--- config.mk ---
export PLATFORM = sky130hd
export DESIGN_NAME = pc_branch_sequencer
export DESIGN_NICKNAME = d
export VERILOG_FILES = /design/src/rtl/pc_branch_sequencer.sv
export SDC_FILE = /design/constraint.sdc
export NUM_CORES = 1
export LEC_CHECK = 0
export ABC_AREA = 1
export BUFFER_PORTS_ARGS = -buffer_cell sky130_fd_sc_hd__buf_2
export CORE_UTILIZATION = 50
export DETAILED_ROUTE_END_ITERATION = 6
export GPL_TIMING_DRIVEN = 0
export PLACE_DENSITY_LB_ADDON = 0.25
export SYNTH_ARGS = -nofsm -noshare
export SYNTH_HDL_FRONTEND = slang
export SYNTH_SLANG_ARGS = --single-unit
--- constraint.sdc ---
create_clock -name clk -period 6.4 [get_ports clk]
set_input_delay 1.28 -clock clk [delete_from_list [all_inputs] [get_ports clk]]
set_output_delay 1.28 -clock clk [all_outputs]
set_load 0.02 [all_outputs]
--- src/rtl/pc_branch_sequencer.sv ---
// Program counter and fetch/execute sequencer driving the next-PC branch select.
// Optional BRANCH_STATS_EN macro adds a saturating taken-branch counter port.
module pc_branch_sequencer #(
    parameter logic [31:0] RESET_PC = 32'h0000_0000,
    parameter int unsigned MAX_WAIT = 15
) (
    input  logic        clk,
    input  logic        reset,
    input  logic        branch,
    input  logic        zero,
    input  logic        jump,
    input  logic [31:0] jump_target,
    input  logic [31:0] imm_offset,
    input  logic        halt,
    input  logic        imem_ack,
    output logic        imem_req,
    output logic [31:0] pc,
    output logic [31:0] pc_plus4,
    output logic [31:0] branch_target,
    output logic        branch_next,
    output logic        fetch_valid,
    output logic        fetch_error
`ifdef BRANCH_STATS_EN
    ,
    output logic [31:0] taken_count
`endif
);

    typedef enum logic [1:0] {
        S_IDLE,
        S_FETCH,
        S_EXEC,
        S_HALTED
    } state_t;

    localparam logic [7:0] WAIT_LAST = 8'(MAX_WAIT - 1);

    state_t     state;
    logic [7:0] wait_cnt;

    assign pc_plus4      = pc + 32'd4;
    assign branch_target = pc_plus4 + {imm_offset[29:0], 2'b00};
    assign branch_next   = (state == S_EXEC) & branch & zero;

    always_ff @(posedge clk or posedge reset) begin
        if (reset) begin
            state       <= S_IDLE;
            pc          <= RESET_PC;
            wait_cnt    <= '0;
            imem_req    <= 1'b0;
            fetch_valid <= 1'b0;
            fetch_error <= 1'b0;
        end else begin
            case (state)
                S_IDLE: begin
                    state    <= S_FETCH;
                    imem_req <= 1'b1;
                end
                S_FETCH: begin
                    // Ack is checked first so a late ack on the final wait cycle still wins.
                    if (imem_ack) begin
                        state       <= S_EXEC;
                        imem_req    <= 1'b0;
                        fetch_valid <= 1'b1;
                        wait_cnt    <= '0;
                    end else if (wait_cnt == WAIT_LAST) begin
                        state       <= S_HALTED;
                        imem_req    <= 1'b0;
                        fetch_error <= 1'b1;
                        wait_cnt    <= wait_cnt + 8'd1;
                    end else begin
                        wait_cnt <= wait_cnt + 8'd1;
                    end
                end
                S_EXEC: begin
                    fetch_valid <= 1'b0;
                    if (halt) begin
                        state <= S_HALTED;
                    end else begin
                        state    <= S_FETCH;
                        imem_req <= 1'b1;
                        if (jump)
                            pc <= jump_target;
                        else if (branch_next)
                            pc <= branch_target;
                        else
                            pc <= pc_plus4;
                    end
                end
                default: begin
                    state       <= S_HALTED;
                    imem_req    <= 1'b0;
                    fetch_valid <= 1'b0;
                end
            endcase
        end
    end

`ifdef BRANCH_STATS_EN
    always_ff @(posedge clk or posedge reset) begin
        if (reset)
            taken_count <= '0;
        else if (branch_next && !halt && !jump && (taken_count != '1))
            taken_count <= taken_count + 32'd1;
    end
`endif

endmodule

# Word level (Yosys, flattened, before mapping)
# Index checks and enable logic that the tools add are counted.
[classes]
n_addsub = 3
eq_ne = 6
n_mux = 13
n_bitwise = 5
n_reduce_logical = 5
[ops]
columns = ["operator", "count"]
rows = [
  ["32-bit 2-to-1 mux", 2],
  ["32-bit by 3-bit adder with 32-bit output, second input constant", 1],
  ["32-bit adder", 1],
  ["8-bit by 1-bit adder with 8-bit output, second input constant", 1],
  ["8-bit by 4-bit == test with 1-bit output, second input constant", 1],
  ["8-bit 2-to-1 mux", 1],
  ["2-bit 2-to-1 mux", 3],
  ["2-bit one-hot mux with 3 select lines", 1],
  ["2-bit AND reduction", 3],
  ["1-bit 2-to-1 mux", 4],
  ["2-bit != test, second input constant", 2],
  ["3-bit != test, second input constant", 1],
  ["1-bit inverter", 3],
  ["1-bit one-hot mux with 3 select lines", 1],
  ["3-bit AND reduction", 1],
  ["1-bit AND", 2],
  ["2-bit by 1-bit == test with 1-bit output, second input constant", 1],
  ["2-bit == test, second input constant", 1],
  ["2-bit zero test", 1],
  ["1-bit one-hot mux with 2 select lines", 1],
]
[word_totals]
register_bits = 45
input_bits = 71
out_inout_bits = 100
wordCells = 38

# Depth between registers and ports, before layout
[logic_depth]
word_depth = 5
mapped_depth = 23
depth_no_buf = 23

# Worst setup path before layout
# No wires, ideal clock.
[synth_timing]
path_kind = "register to output"
from = "register pc[3]"
to = "output port branch_target[29]"
arrival_time_ns = 2.810
t_required_ns = 5.120
path_slack_ns = 2.310
stages_incl_launch_ff = 17
path_buffers = 0
path_cell_list = "dfrtp_1 ha_1 inv_1 nor2_4 inv_1 nor2_4 xor2_1 ha_1 nand2_1 inv_1 nand2_1 nand3_1 nand2_1 nand3b_1 nand2_1 nand3_1 nand2_1"
[synth_between]
elab_chain_len = 2
[synth_rtl]
columns = ["item", "line", "source"]
rows = [
  ["start, declared", "17", "output logic [31:0] pc,"],
  ["start signal, assigned", "83", "pc <= jump_target;"],
  ["start signal, assigned", "85", "pc <= branch_target;"],
  ["start signal, assigned", "87", "pc <= pc_plus4;"],
  ["32-bit by 3-bit adder with 32-bit output", "41", "assign pc_plus4 = pc + 32'd4;"],
  ["via pc_plus4[8]", "18", "output logic [31:0] pc_plus4,"],
  ["32-bit adder", "42", "assign branch_target = pc_plus4 + {imm_offset[29:0], 2'b00};"],
  ["end, declared", "19", "output logic [31:0] branch_target,"],
]
# The timed path passes the listed nets, and every way through them passes these cells.

# Worst setup path after layout
[layout_timing]
from = "register pc[3]"
to = "output port branch_target[31]"
[layout_between]
elab_chain_len = 2
[layout_rtl]
columns = ["item", "line"]
rows = [
  ["32-bit by 3-bit adder with 32-bit output", "41"],
  ["32-bit adder", "42"],
]
# Every way passes these cells.

==> flow_summary_export.csv <==
group,metric,value,unit
floorplanning,placementRows,38,
sta,rsz0062_at_grt,"false",
critical_path,rr_endpoint,"pc[31]",
synthesis,synth_most_common_cell,"nand2_1",
clock_network,cts_buffer_depth,2,
critical_path,reg2reg_depth,19,
final_layout,fillCellCount,1107,
clock_network,root_buffer,"clkbuf_16",
critical_path,cp.arrival,3.61,ns
pwr,power.leakage,3.99,nW
floorplanning,boundaryPins,171,
route,viasPerCell,5.31,
critical_path,critPathLaunch,"pc[3]",
sta,finClkSkew,0.00664,ns
route,post_drt_wl_per_cell,15.3,um
sta,setup_ws,1.51,ns
placed_design,pre_cts_ws,1.90,ns
route,vias,6834,
route,dr.pass1.iters,5,
synthesis,synth-edff-count,0,
status,outcome,"finished, final reports clean",
synthesis,syn_area,5670,um2
critical_path,crit_fanout,6,
placed_design,dp.cells,1280,
global_route,grt_antenna_before_repair,0,
route,detail-route-antenna-nets,0,
placed_design,port_buffers,168,
floorplanning,die_y,108,um
critical_path,criticalPathCategory,"reg -> out",
sta,setup_viol,0,
critical_path,crit_required,5.12,ns
floorplanning,start_util,51.9,%
final_layout,fin_cells,1288,
clock_network,numCtsBuffers,5,
placed_design,dp_hpwl,16300,um
floorplanning,coreArea,10900,um2
synthesis,synthTopCellsByCount,"nand2_1, inv_1, nand3_1",
floorplanning,dieArea,11800,um2
synthesis,synthFlopType,"dfrtp_1",
synthesis,synth_cell_types,37,
synthesis,syn_avg_cell_area,5.84,um2
global_route,grt_pass1_wl,30400,um
clock_network,cts-resized-gates,0,
flow_run,drv_cap,0,
route,routed_wl,19700,um
critical_path,r2r_slack,3.04,ns
floorplanning,die_x,108,um
route,drc_errors,0,
synthesis,synth.area.top_cells,"nand2_1, dfrtp_1, inv_1, nand3_1, ha_1",
clock_network,cts_tree,"yes",
synthesis,syn-num-nets,1081,
sta,finalSetupTns,0,ns
sta,hold_viol_final,0,
clock_network,path_clk_slew,0.06,ns
global_route,grt.total_usage,33.9,%
pwr,ir_drop,0.375,mV
synthesis,synth_top_area_share,21.6,%
sta,final-max-slew-violation-count,0,
final_layout,diodes,0,
synthesis,synth_top_area_cell,"nand2_1",
sta,fmax,204,MHz
synthesis,async_reset_ff_share,100,%
global_route,gr-total-overflow,0,
synthesis,yosysWarnings,0,
min_path,hold_path.class,"reg -> reg",
min_path,hp-start,"fetch_error",
pwr,powerDensity,525,nW/um2
clock_network,cts_sinks,45,
pwr,total_power,0.00360,W
final_layout,drive_above_1_share,19.5,%
sta,max-slew-margin-rel,52.8,%
sta,fin_crit_sh,76.4,%
synthesis,seq_area_frac_synth,19.9,%
min_path,worstHoldPathCells,1,
final_layout,fin_nets,1257,
final_layout,area_growth,21.1,%
critical_path,start_kind,"register",
clock_network,post-cts-setup-buffers,0,
global_route,grt_max_degree,31,
final_layout,register_area,1130,um2
global_route,grt_pass1_vias,6135,
clock_network,htree_num_levels,2,
clock_network,hold_buffers,0,
sta,fin_crit,4.89,ns
placed_design,place.gp.congestion,0.966,
sta,worst_pin_slew,0.708,ns
route,drt_iter0_markers,712,
final_layout,multi_input_area,3770,um2
synthesis,netlist_instances,971,
critical_path,crit_path_end_kind,"output pin",
synthesis,ys_ff_latch,45,
critical_path,rr_startpoint,"pc[3]",
clock_network,clock_latency,0.30,ns
critical_path,endpoint,"branch_target[31]",
==> logic make-up after synthesis <==
group	after synthesis	synth area share, %
compound gates	96	9.80
xor+xnor	35	5.41
fa+ha+maj	39	8.74
buf+inv	194	13.6
flops	45	19.9
mux	2	0.397
simple gates	560	42.2
==> stage by stage <==
stage | hold slack, ns | area (um2) | util, %
global route | 0.484 | 6860 | 62.8
floorplan | 0.501 | 5670 | -
detailed placement | 0.450 | 6710 | 61.3
CTS | 0.463 | 6860 | 62.8
finish | 0.460 | 6860 | 62.8
global placement | 0.446 | 6690 | 61.1
==> worst min path at each step <==
stage                     slack (ns)     endpoint
after floorplan                 0.50  wait_cnt[6]
after global placement          0.45  fetch_error
after detailed placement        0.45  fetch_error
after CTS                       0.46  fetch_error
after global routing            0.48  fetch_error
final                           0.46  fetch_error
==> cells in the final DEF, fill, tap and decap left out, types with 9 or more instances in the layout <==
master,n
dfrtp_1,45
xnor2_1,11
nor3_1,9
ha_1,38
nand4_1,10
buf_2,176
nand3_1,101
o21bai_1,14
xor2_1,24
nor2_1,81
o211ai_1,9
o21ai_0,30
nand2_1,327
inv_1,170
a21oi_1,32
==> flip-flops by register name (all words and copies together), names as in the netlist <==
| name | cells |
|---|---|
| state | 2 |
| fetch_error | 1 |
| fetch_valid | 1 |
| imem_req | 1 |
| wait_cnt | 8 |
| pc | 32 |
==> per-layer routing <==
layer / global-route usage (%) / part of all wire (%)
met1: 48.1 / 45
met3: 3.98 / 9.7
met2: 52.4 / 42
met4: 12.5 / 3.3
met5: 0 / 0
==> critical path: stages (launching register included) <==
cell and delay [ns]:
dfrtp_1 0.43, ha_1 0.30, inv_1 0.13, nor2_4 0.21, nand3_2 0.15, nor3_2 0.16
xor2_1 0.25, inv_1 0.12, ha_1 0.36, a21oi_1 0.31, nand2_1 0.12, nand2_1 0.07
nand2_1 0.07, nand2_1 0.07, nand2_1 0.06, a21oi_1 0.18, nand2_1 0.09, nand2_1 0.07
buf_2 0.16
==> where the power goes <==
| part | internal (W) | leakage [nW] | total (W) | switching (W) |
|---|---|---|---|---|
| Combinational | 0.000879 | 3.35 | 0.00274 | 0.00186 |
| Sequential | 0.000404 | 0.560 | 0.000583 | 0.000179 |
| Clock | 0.000166 | 0.0799 | 0.000280 | 0.000114 |
| Total | 0.00145 | 3.99 | 0.00360 | 0.00215 |
==> layout make-up <==
cell class              count  area share (%)
plain buffers              21            1.79
clock buffers               7            2.22
clock inverters             1          0.0729
inverters                 173            9.46
multi-input cells         732            55.0
flip-flops and latches     45            16.4
well taps                 140            2.55
repair buffers            169            12.5
(Power assumes the default switching activity.)
